**src/rtl/ecc_scalar_mult.sv**
```systemverilog
// Left-to-right double-and-add scalar multiplication controller (Q = k*P).
// Sequences one add/double request at a time to the downstream adddouble unit.
module ecc_scalar_mult #(
    parameter int unsigned K_WIDTH  = 64,
    parameter int unsigned PT_WIDTH = 129,
    parameter logic [1:0]  OP_ADD   = 2'd0,
    parameter logic [1:0]  OP_DBL   = 2'd2
) (
    input  logic                clk,
    input  logic                rst,
    input  logic                start,
    input  logic [K_WIDTH-1:0]  k,
    input  logic [PT_WIDTH-1:0] p_in,
    output logic                busy,
    output logic                done,
    output logic [PT_WIDTH-1:0] q_out,
    output logic                ad_enable,
    output logic [1:0]          ad_op,
    output logic [PT_WIDTH-1:0] ad_p,
    output logic [PT_WIDTH-1:0] ad_q,
    input  logic [PT_WIDTH-1:0] ad_T,
    input  logic                ad_done
);

    localparam int unsigned IDX_W   = $clog2(K_WIDTH);
    localparam int unsigned INF_BIT = PT_WIDTH - 1;
    localparam logic [PT_WIDTH-1:0] PT_INF = {1'b1, {(PT_WIDTH-1){1'b0}}};
    localparam logic [IDX_W-1:0]    IDX_TOP = IDX_W'(K_WIDTH - 1);

    typedef enum logic [3:0] {
        S_IDLE,
        S_SCAN,
        S_DBL_REQ,
        S_DBL_WAIT,
        S_BIT,
        S_ADD_REQ,
        S_ADD_WAIT,
        S_NEXT,
        S_FINISH
    } state_e;

    state_e              state_q, state_d;
    logic [K_WIDTH-1:0]  k_q, k_d;
    logic [PT_WIDTH-1:0] p_q, p_d;
    logic [PT_WIDTH-1:0] r_q, r_d;
    logic [IDX_W-1:0]    idx_q, idx_d;
    logic                busy_q, busy_d;
    logic                done_q, done_d;
    logic [PT_WIDTH-1:0] q_out_q, q_out_d;
    logic                ad_enable_q, ad_enable_d;
    logic [1:0]          ad_op_q, ad_op_d;
    logic [PT_WIDTH-1:0] ad_p_q, ad_p_d;
    logic [PT_WIDTH-1:0] ad_q_q, ad_q_d;

    logic trivial_c;
    logic [PT_WIDTH-1:0] result_c;

    // A zero scalar or infinite base point short-circuits to infinity.
    assign trivial_c = p_q[INF_BIT] | (k_q == '0);
    assign result_c  = trivial_c ? PT_INF : r_q;

    always_ff @(posedge clk or negedge rst) begin
        if (!rst) begin
            state_q     <= S_IDLE;
            k_q         <= '0;
            p_q         <= '0;
            r_q         <= '0;
            idx_q       <= '0;
            busy_q      <= 1'b0;
            done_q      <= 1'b0;
            q_out_q     <= PT_INF;
            ad_enable_q <= 1'b0;
            ad_op_q     <= OP_ADD;
            ad_p_q      <= '0;
            ad_q_q      <= '0;
        end else begin
            state_q     <= state_d;
            k_q         <= k_d;
            p_q         <= p_d;
            r_q         <= r_d;
            idx_q       <= idx_d;
            busy_q      <= busy_d;
            done_q      <= done_d;
            q_out_q     <= q_out_d;
            ad_enable_q <= ad_enable_d;
            ad_op_q     <= ad_op_d;
            ad_p_q      <= ad_p_d;
            ad_q_q      <= ad_q_d;
        end
    end

    // Outputs are registered: request/done strobes are set on entry to their state.
    always_comb begin
        state_d     = state_q;
        k_d         = k_q;
        p_d         = p_q;
        r_d         = r_q;
        idx_d       = idx_q;
        busy_d      = busy_q;
        done_d      = 1'b0;
        q_out_d     = q_out_q;
        ad_enable_d = 1'b0;
        ad_op_d     = ad_op_q;
        ad_p_d      = ad_p_q;
        ad_q_d      = ad_q_q;

        unique case (state_q)
            S_IDLE: begin
                if (start) begin
                    k_d     = k;
                    p_d     = p_in;
                    r_d     = PT_INF;
                    idx_d   = IDX_TOP;
                    busy_d  = 1'b1;
                    state_d = S_SCAN;
                end
            end
            S_SCAN: begin
                if (trivial_c) begin
                    done_d  = 1'b1;
                    q_out_d = result_c;
                    state_d = S_FINISH;
                end else if (!r_q[INF_BIT]) begin
                    ad_enable_d = 1'b1;
                    ad_op_d     = OP_DBL;
                    ad_p_d      = r_q;
                    ad_q_d      = r_q;
                    state_d     = S_DBL_REQ;
                end else begin
                    // Leading-zero skip: doubling infinity is pointless.
                    state_d = S_BIT;
                end
            end
            S_DBL_REQ: state_d = S_DBL_WAIT;
            S_DBL_WAIT: begin
                if (ad_done) begin
                    r_d     = ad_T;
                    state_d = S_BIT;
                end
            end
            S_BIT: begin
                if (!k_q[idx_q]) begin
                    state_d = S_NEXT;
                end else if (r_q[INF_BIT]) begin
                    r_d     = p_q;
                    state_d = S_NEXT;
                end else begin
                    ad_enable_d = 1'b1;
                    ad_op_d     = OP_ADD;
                    ad_p_d      = r_q;
                    ad_q_d      = p_q;
                    state_d     = S_ADD_REQ;
                end
            end
            S_ADD_REQ: state_d = S_ADD_WAIT;
            S_ADD_WAIT: begin
                if (ad_done) begin
                    r_d     = ad_T;
                    state_d = S_NEXT;
                end
            end
            S_NEXT: begin
                if (idx_q == '0) begin
                    done_d  = 1'b1;
                    q_out_d = result_c;
                    state_d = S_FINISH;
                end else begin
                    idx_d   = idx_q - IDX_W'(1);
                    state_d = S_SCAN;
                end
            end
            S_FINISH: begin
                busy_d  = 1'b0;
                state_d = S_IDLE;
            end
            default: state_d = S_IDLE;
        endcase
    end

    assign busy      = busy_q;
    assign done      = done_q;
    assign q_out     = q_out_q;
    assign ad_enable = ad_enable_q;
    assign ad_op     = ad_op_q;
    assign ad_p      = ad_p_q;
    assign ad_q      = ad_q_q;

endmodule

```
**config.mk**
```make
export PLATFORM = sky130hd
export DESIGN_NAME = ecc_scalar_mult
export DESIGN_NICKNAME = d
export VERILOG_FILES = /design/src/rtl/ecc_scalar_mult.sv
export SDC_FILE = /design/constraint.sdc
export NUM_CORES = 1
export LEC_CHECK = 0
export CAP_MARGIN = 10
export CORE_MARGIN = 5
export CORE_UTILIZATION = 25
export CTS_CLUSTER_SIZE = 20
export DETAILED_ROUTE_END_ITERATION = 12
export GPL_TIMING_DRIVEN = 0
export RECOVER_POWER = 50
export REMOVE_ABC_BUFFERS = 1
export SYNTH_ARGS = -nofsm -noshare
export SYNTH_HDL_FRONTEND = slang
export SYNTH_SLANG_ARGS = --single-unit
```
**constraint.sdc**
```tcl
create_clock -name clk -period 5.9 [get_ports clk]
set_clock_uncertainty 0.1 [all_clocks]
set_input_delay 1.475 -clock clk [delete_from_list [all_inputs] [get_ports clk]]
set_output_delay 1.475 -clock clk [all_outputs]
set_load 0.01 [all_outputs]
```
==> results of run 1 <==
## cells in the final DEF, fill, tap and decap left out, drive strengths merged, types with 4 or more instances in the layout
cell type,netlist,layout
a21oi,8,8
a22o,256,256
buf,52,99
bufinv,0,5
clkbuf,131,135
clkdlybuf4s50,0,517
clkinv,0,14
clkinvlp,0,4
dfrtp,721,721
diode,0,13
dlygate4sd3,0,197
inv,14,20
mux2,387,387
mux2i,10,10
mux4,12,12
nand2,980,980
nand3,5,5
nand4,7,7
nor2,7,7
nor3,9,9
nor4,20,20
o21ai,8,8
xnor2,4,4
## cell families (layout without fill, tap and decap cells)
kind of cell / count (synthesis) / after routing / share of synthesized area
AND/OR/NAND/NOR: 1036 / 1036 / 0.127
flip-flops: 722 / 722 / 0.573
multiplexers: 409 / 409 / 0.178
AO/OA/AOI/OAI: 292 / 292 / 0.0796
buffers and inverters: 197 / 991 / 0.0408
XOR/XNOR: 5 / 5 / 0.00139
adder cells (fa/ha/maj): 1 / 1 / 0.000397
other: 1 / 15 / 0.000119
## registers in the layout, indices dropped and copies added (netlist names)
| name | cells |
|---|---|
| idx_q | 6 |
| state_q | 4 |
| r_q | 129 |
| ad_p | 128 |
| done | 1 |
| p_q | 129 |
| q_out | 129 |
| ad_q | 129 |
| k_q | 64 |
| busy | 1 |
| ad_enable | 1 |
| ad_op | 1 |
## per-stage QoR
stage	setup TNS [ns]	setup WS, ns	power (mW)	util	instance area [sq um]
2_1_floorplan	-4408.51	-8.75	13.0	-	30300
3_3_place_gp	-	-31.66	15.3	0.315	39500
3_5_place_dp	0	1.00	16.8	0.330	41300
4_1_cts	0	0.973	22.4	0.353	44200
5_1_grt	0	0.511	23.2	0.352	44200
6_report	0	0.845	21.9	0.352	44200
## layout make-up
class	count	share of cell area
antenna	13	0.000737
sequential	722	0.409
clock inverter	29	0.00830
inverter	14	0.00119
timing repair buffer	822	0.200
multi-input combinational	1745	0.277
clock buffer	126	0.0571
tap	1650	0.0467
## routing by layer
metal	up-vias	global-route usage	wire length (um)	share of wire
met1	11792	0.198	44900	0.40
met3	208	0.0519	9180	0.082
met5	-	0	196	0.0018
met4	28	0.0607	3700	0.033
li1	10560	-	-	-
met2	788	0.270	53500	0.48
## power groups by stage
stage	Sequential, mW	Clock [mW]	Combinational [mW]
final	8.06	5.45	8.39
after detailed placement	8.15	0	8.63
after global routing	8.30	5.83	9.07
after floorplan	7.91	0	5.06
after CTS	8.08	5.63	8.66
after global placement	7.73	0	7.61
## worst max path at each step
| stage | from | to | slack (ns) | depth (start not counted) |
|---|---|---|---|---|
| 4_1_cts | idx_q[1] | ad_q[41] | 0.97 | 14 |
| 3_5_place_dp | idx_q[1] | ad_p[71] | 1.0 | 14 |
| 6_report | start | p_q[106] | 0.85 | 11 |
| 5_1_grt | start | p_q[65] | 0.51 | 11 |
| 2_1_floorplan | start | r_q[0] | -8.75 | 5 |
| 3_3_place_gp | rst | ad_q[90] | -31.66 | 1 |
==> summary.md, run 1 <==
| Metric | Value |
|---|---|
| Ys Warns | `0` |
| Post-Route WL | `111000 um` |
| Internal power | `14.0 mW` |
| VDD IR max | `0.000282 V` |
| Reg2Reg Depth | `14` |
| Largest delay share family, worst path | `buffers and inverters` |
| Multi-input logic area | `12200 sq um` |
| Number of global-route vias before repair | `24.3k` |
| Clock sink total | `722` |
| Peak Freq | `198 MHz` |
| Hold slack final | `0.389 ns` |
| Die X | `365 um` |
| CP Cell Sequence | `dlygate4sd3_1, inv_1, nor3_1, clkbuf_1, clkbuf_1, clkbuf_1, buf_6, buf_6, buf_6, nand2_1, nand2_1` |
| CTS tree | `done` |
| Synth area leader | `dfrtp_1` |
| Final hold violations | `0` |
| R2R Setup Slk | `1.03 ns` |
| Leakage | `21.4 nW` |
| Hold Crit Endpoint | `ad_op[1]` |
| Worst skew pair latency | `0.68 ns` |
| DRC viols | `0` |
| Cells after Synth | `2663` |
| Filler cells | `12.4k` |
| Hold buffer count at cts | `0` |
| Period utilisation layout | `0.857` |
| Critical path class | `input port to register` |
| Worst hold start | `ad_op[1]` |
| Crit-path max FO | `12` |
| Share of layout cells above drive strength 1 | `0.181` |
| Mapped Area | `31500 sq um` |
| IO Count | `718` |
| Most used DFF post-synth | `dfrtp_1` |
| Max stage delay on crit path | `0.89 ns` |
| Yosys cell types | `54` |
| Register area | `18100 sq um` |
| Vias per cell | `4.56` |
| Clock Power Share | `0.249` |
| Grt ovf | `0` |
| Pins over their slew limit | `107` |
| Area Growth Syn to Fin | `40.1%` |
| Initial DRC count | `1601` |
| Comb power frac | `0.383` |
| Critical path data arrival time | `5.57 ns` |
| I/O Buffers | `715` |
| Post-synth EDFFs | `0` |
| R2R Path Start | `idx_q[1]` |
| Placer congestion estimate | `0.807` |
| Max_cap viols | `2` |
| Setup Buffers After CTS | `0` |
| RSZ-0062 raised after global routing | `no` |
| Number of H-tree levels | `3` |
| Setup violators final | `0` |
| Worst Tran Pin Value | `2.61 ns` |
| Deepest clock path buffer count | `3` |
| Required time of the critical path | `6.41 ns` |
| Mean area per synthesized cell | `11.8 sq um` |
| Commonest cells in the netlist | `nand2_1 (980), dfrtp_1 (721), a22o_1 (256), mux2_4 (229), mux2_2 (139)` |
| Core box area | `125000 sq um` |
| Die ar. | `133000 sq um` |
| Initial Utilization | `0.251` |
| Post-synthesis register bit count | `722` |
| Buf/Inv on CP | `8` |
| Post-synth ARST share | `1.00` |
| Row count | `130` |
| Post-Layout Cell Count | `5121` |
| HP Class | `register to register` |
| CP Capture Type | `register` |
| First-pass GRT wire length | `164000 um` |
| Sequential share of power | `0.368` |
| Switching part of the total | `0.360` |
| Largest cells by area after synthesis | `dfrtp_1 (57%), nand2_1 (12%), mux2_4 (11%)` |
| Cts bufs inserted | `85` |
| GRT Overall Usage | `0.162` |
| Worst reg2reg endpoint | `ad_q[41]` |
| Nets | `3717` |
| Die height | `365 um` |
| Power per standard cell area | `496 nW/um^2` |
| Drt wl/cell | `21.8 um` |
| Slowest CP cell | `nor3_1` |
| Hold Crit Depth | `1` |
| Status | `finished with violations` |
| Number of iterations in the first detailed-routing pass | `5` |
| Largest net degree at the start of global routing | `120` |
| Rel. slew slack | `-0.740` |
| Most frequent cell after synthesis | `nand2_1` |
| Critical Path Start Type | `input port` |
| Minimum clock period | `5.05 ns` |
| Failing checks | `capacitance limit, slew limit` |
| Antenna violations before repair | `30` |
| Via count | `23.4k` |
| P_sw | `7.89 mW` |
| Post-route ant nets | `0` |
| Placed Cells | `4953` |
| Post_cts resized | `0` |
| Top-area cell type share of the netlist area | `0.572` |
| Seq/Total Area, Yosys | `0.573` |
| HPWL Detailed | `79500 um` |
| CTS root buffer | `clkbuf_16` |
| Worst-path clk slew | `0.06 ns` |
No activity file was read; power rests on OpenSTA's default activity.
==> inputs of run 2 (changes only) <==
Settings changed: CAP_MARGIN 10 to default.
==> summary.md, run 2 (synthesis results as in run 1) <==
| Metric | Value |
|---|---|
| Multi-input logic area | `12200 sq um (unchanged)` |
| CTS tree | `done` |
| Post-route ant nets | `0 (unchanged)` |
| Filler cells | `12.5k (+0.81%)` |
| Failing checks | `capacitance limit, slew limit` |
| Period utilisation layout | `0.860 (+0.00354)` |
| I/O Buffers | `715 (unchanged)` |
| Peak Freq | `197 MHz (-0.41%)` |
| Final hold violations | `0 (unchanged)` |
| Final Util | `0.351 (-0.00124)` |
| Placed Cells | `4953 (unchanged)` |
| Critical Path Start Type | `input port` |
| CTS root buffer | `clkbuf_16` |
| Area Growth Syn to Fin | `39.6%` |
| Dpl cell area | `41300 sq um (unchanged)` |
| Row count | `130 (unchanged)` |
| RSZ-0062 raised after global routing | `no` |
| Number of H-tree levels | `3 (unchanged)` |
| Setup Slack @ Placement | `1.01 ns (+0.00651 ns)` |
| Sequential share of power | `0.372 (+0.004)` |
| Most frequent cells in the layout | `nand2_1 (980), dfrtp_1 (721), clkdlybuf4s50_1 (505)` |
| Initial Utilization | `0.251 (unchanged)` |
| Post-Route WL | `111000 um (about the same)` |
| Max_cap viols | `1 (-1)` |
| Setup violators final | `0 (unchanged)` |
| Setup Buffers After CTS | `0 (unchanged)` |
| Drt wl/cell | `21.8 um (about the same)` |
| Die ar. | `133000 sq um (unchanged)` |
| Final worst setup slack | `0.824 ns (-0.0209 ns)` |
| First-pass GRT wire length | `163000 um (-0.19%)` |
| Nets | `3717 (unchanged)` |
| Initial DRC count | `1662 (+3.8%)` |
| Minimum clock period | `5.08 ns (+0.0209 ns)` |
| Share of layout cells above drive strength 1 | `0.179 (-0.00200)` |
| Core box area | `125000 sq um (unchanged)` |
| Hold buffer count at cts | `0 (unchanged)` |
| Number of global-route vias before repair | `24.2k (-0.38%)` |
| Cts bufs inserted | `85 (unchanged)` |
| VDD IR max | `0.000303 V (+7.5%)` |
| DRC viols | `0 (unchanged)` |
| Worst-path clk slew | `0.06 ns (about the same)` |
| GRT Overall Usage | `0.162 (about the same)` |
| Rel. slew slack | `-0.720 (+0.0202)` |
| Switching part of the total | `0.362 (+0.00178)` |
| Die X | `365 um (unchanged)` |
| Worst Tran Pin Value | `2.58 ns (-0.0302 ns)` |
| TNS Setup | `0 ns (unchanged)` |
| Deepest clock path buffer count | `3 (unchanged)` |
| Clock sink total | `722 (unchanged)` |
| Register area | `18100 sq um (unchanged)` |
| Largest net degree at the start of global routing | `120 (unchanged)` |
| Design Area, Final | `44000 sq um (-0.35%)` |
| Power per standard cell area | `492 nW/um^2 (-0.77%)` |
| Critical path data arrival time | `5.59 ns (+0.02 ns)` |
| Worst skew pair latency | `0.69 ns (about the same)` |
| Grt ovf | `0 (unchanged)` |
| P_sw | `7.84 mW (-0.63%)` |
| Leakage | `21.3 nW (-0.18%)` |
| Critical path class | `input port to register` |
| Post_cts resized | `0 (unchanged)` |
| Pins over their slew limit | `86 (-20%)` |
| CP Capture Type | `register` |
| Vias per cell | `4.55 (-0.23%)` |
| Hold slack final | `0.389 ns (+0.0000660 ns)` |
| Placer congestion estimate | `0.807 (unchanged)` |
| Crit-path max FO | `12 (unchanged)` |
| HPWL Detailed | `79400 um (about the same)` |
| IO Count | `718 (unchanged)` |
| Via count | `23.3k (-0.29%)` |
| Required time of the critical path | `6.41 ns (about the same)` |
| HP Class | `register to register` |
| Status | `finished with violations` |
| Comb power frac | `0.387 (+0.004)` |
| Post-Layout Cell Count | `5118 (-0.059%)` |
| Total Power | `21.7 mW (-1.1%)` |
| Antenna violations before repair | `30 (unchanged)` |
| Die height | `365 um (unchanged)` |
| Clock Power Share | `0.241 (-0.008)` |
| Number of iterations in the first detailed-routing pass | `5 (unchanged)` |
| Commonest non-fill, non-tap cell in the layout | `nand2_1` |
| Internal power | `13.8 mW (-1.4%)` |
-- run 2: power groups by stage --
stage / clock [mW] / combinational (mW) / sequential, mW
after floorplan: 0 / 5.06 / 7.91
after global placement: 0 / 7.61 / 7.73
after detailed placement: 0 / 8.62 / 8.15
after CTS: 5.39 / 8.66 / 8.08
after global routing: 5.59 / 9.06 / 8.29
final: 5.22 / 8.38 / 8.05
-- run 2: cell type report --
class,count,area share
tap,1650,0.0469
sequential,722,0.411
clock inverter,26,0.00552
antenna,16,0.000910
multi-input combinational,1745,0.278
timing repair buffer,822,0.201
inverter,14,0.00119
clock buffer,123,0.0564
-- run 2: final timing paths --
check / start / endpoint / slack [ns] / depth (start not counted)
max: start / p_q[63] / 0.82 / 11
min: ad_op[1] / ad_op[1] / 0.39 / 1
max reg2reg: idx_q[1] / ad_p[41] / 1.06 / 14
min reg2reg: ad_op[1] / ad_op[1] / 0.39 / 1
max in group asynchronous: rst / r_q[100] / 1.41 / 4
min in group asynchronous: rst / p_q[25] / 0.68 / 1
-- run 2: critical path: stages --
cell and delay [ns]:
dlygate4sd3_1 0.64, inv_1 0.09, nor3_1 0.96, clkbuf_1 0.58
clkbuf_1 0.44, clkbuf_1 0.62, buf_6 0.24, buf_6 0.17
buf_6 0.19, nand2_1 0.08, nand2_1 0.06
-- run 2: metal layers --
| metal | track usage | up-vias | routed length [um] |
|---|---|---|---|
| li1 | - | 10554 | - |
| met5 | 0 | - | 155 |
| met1 | 0.195 | 11759 | 44900 |
| met4 | 0.0657 | 24 | 4100 |
| met3 | 0.0548 | 217 | 8960 |
| met2 | 0.268 | 755 | 53300 |
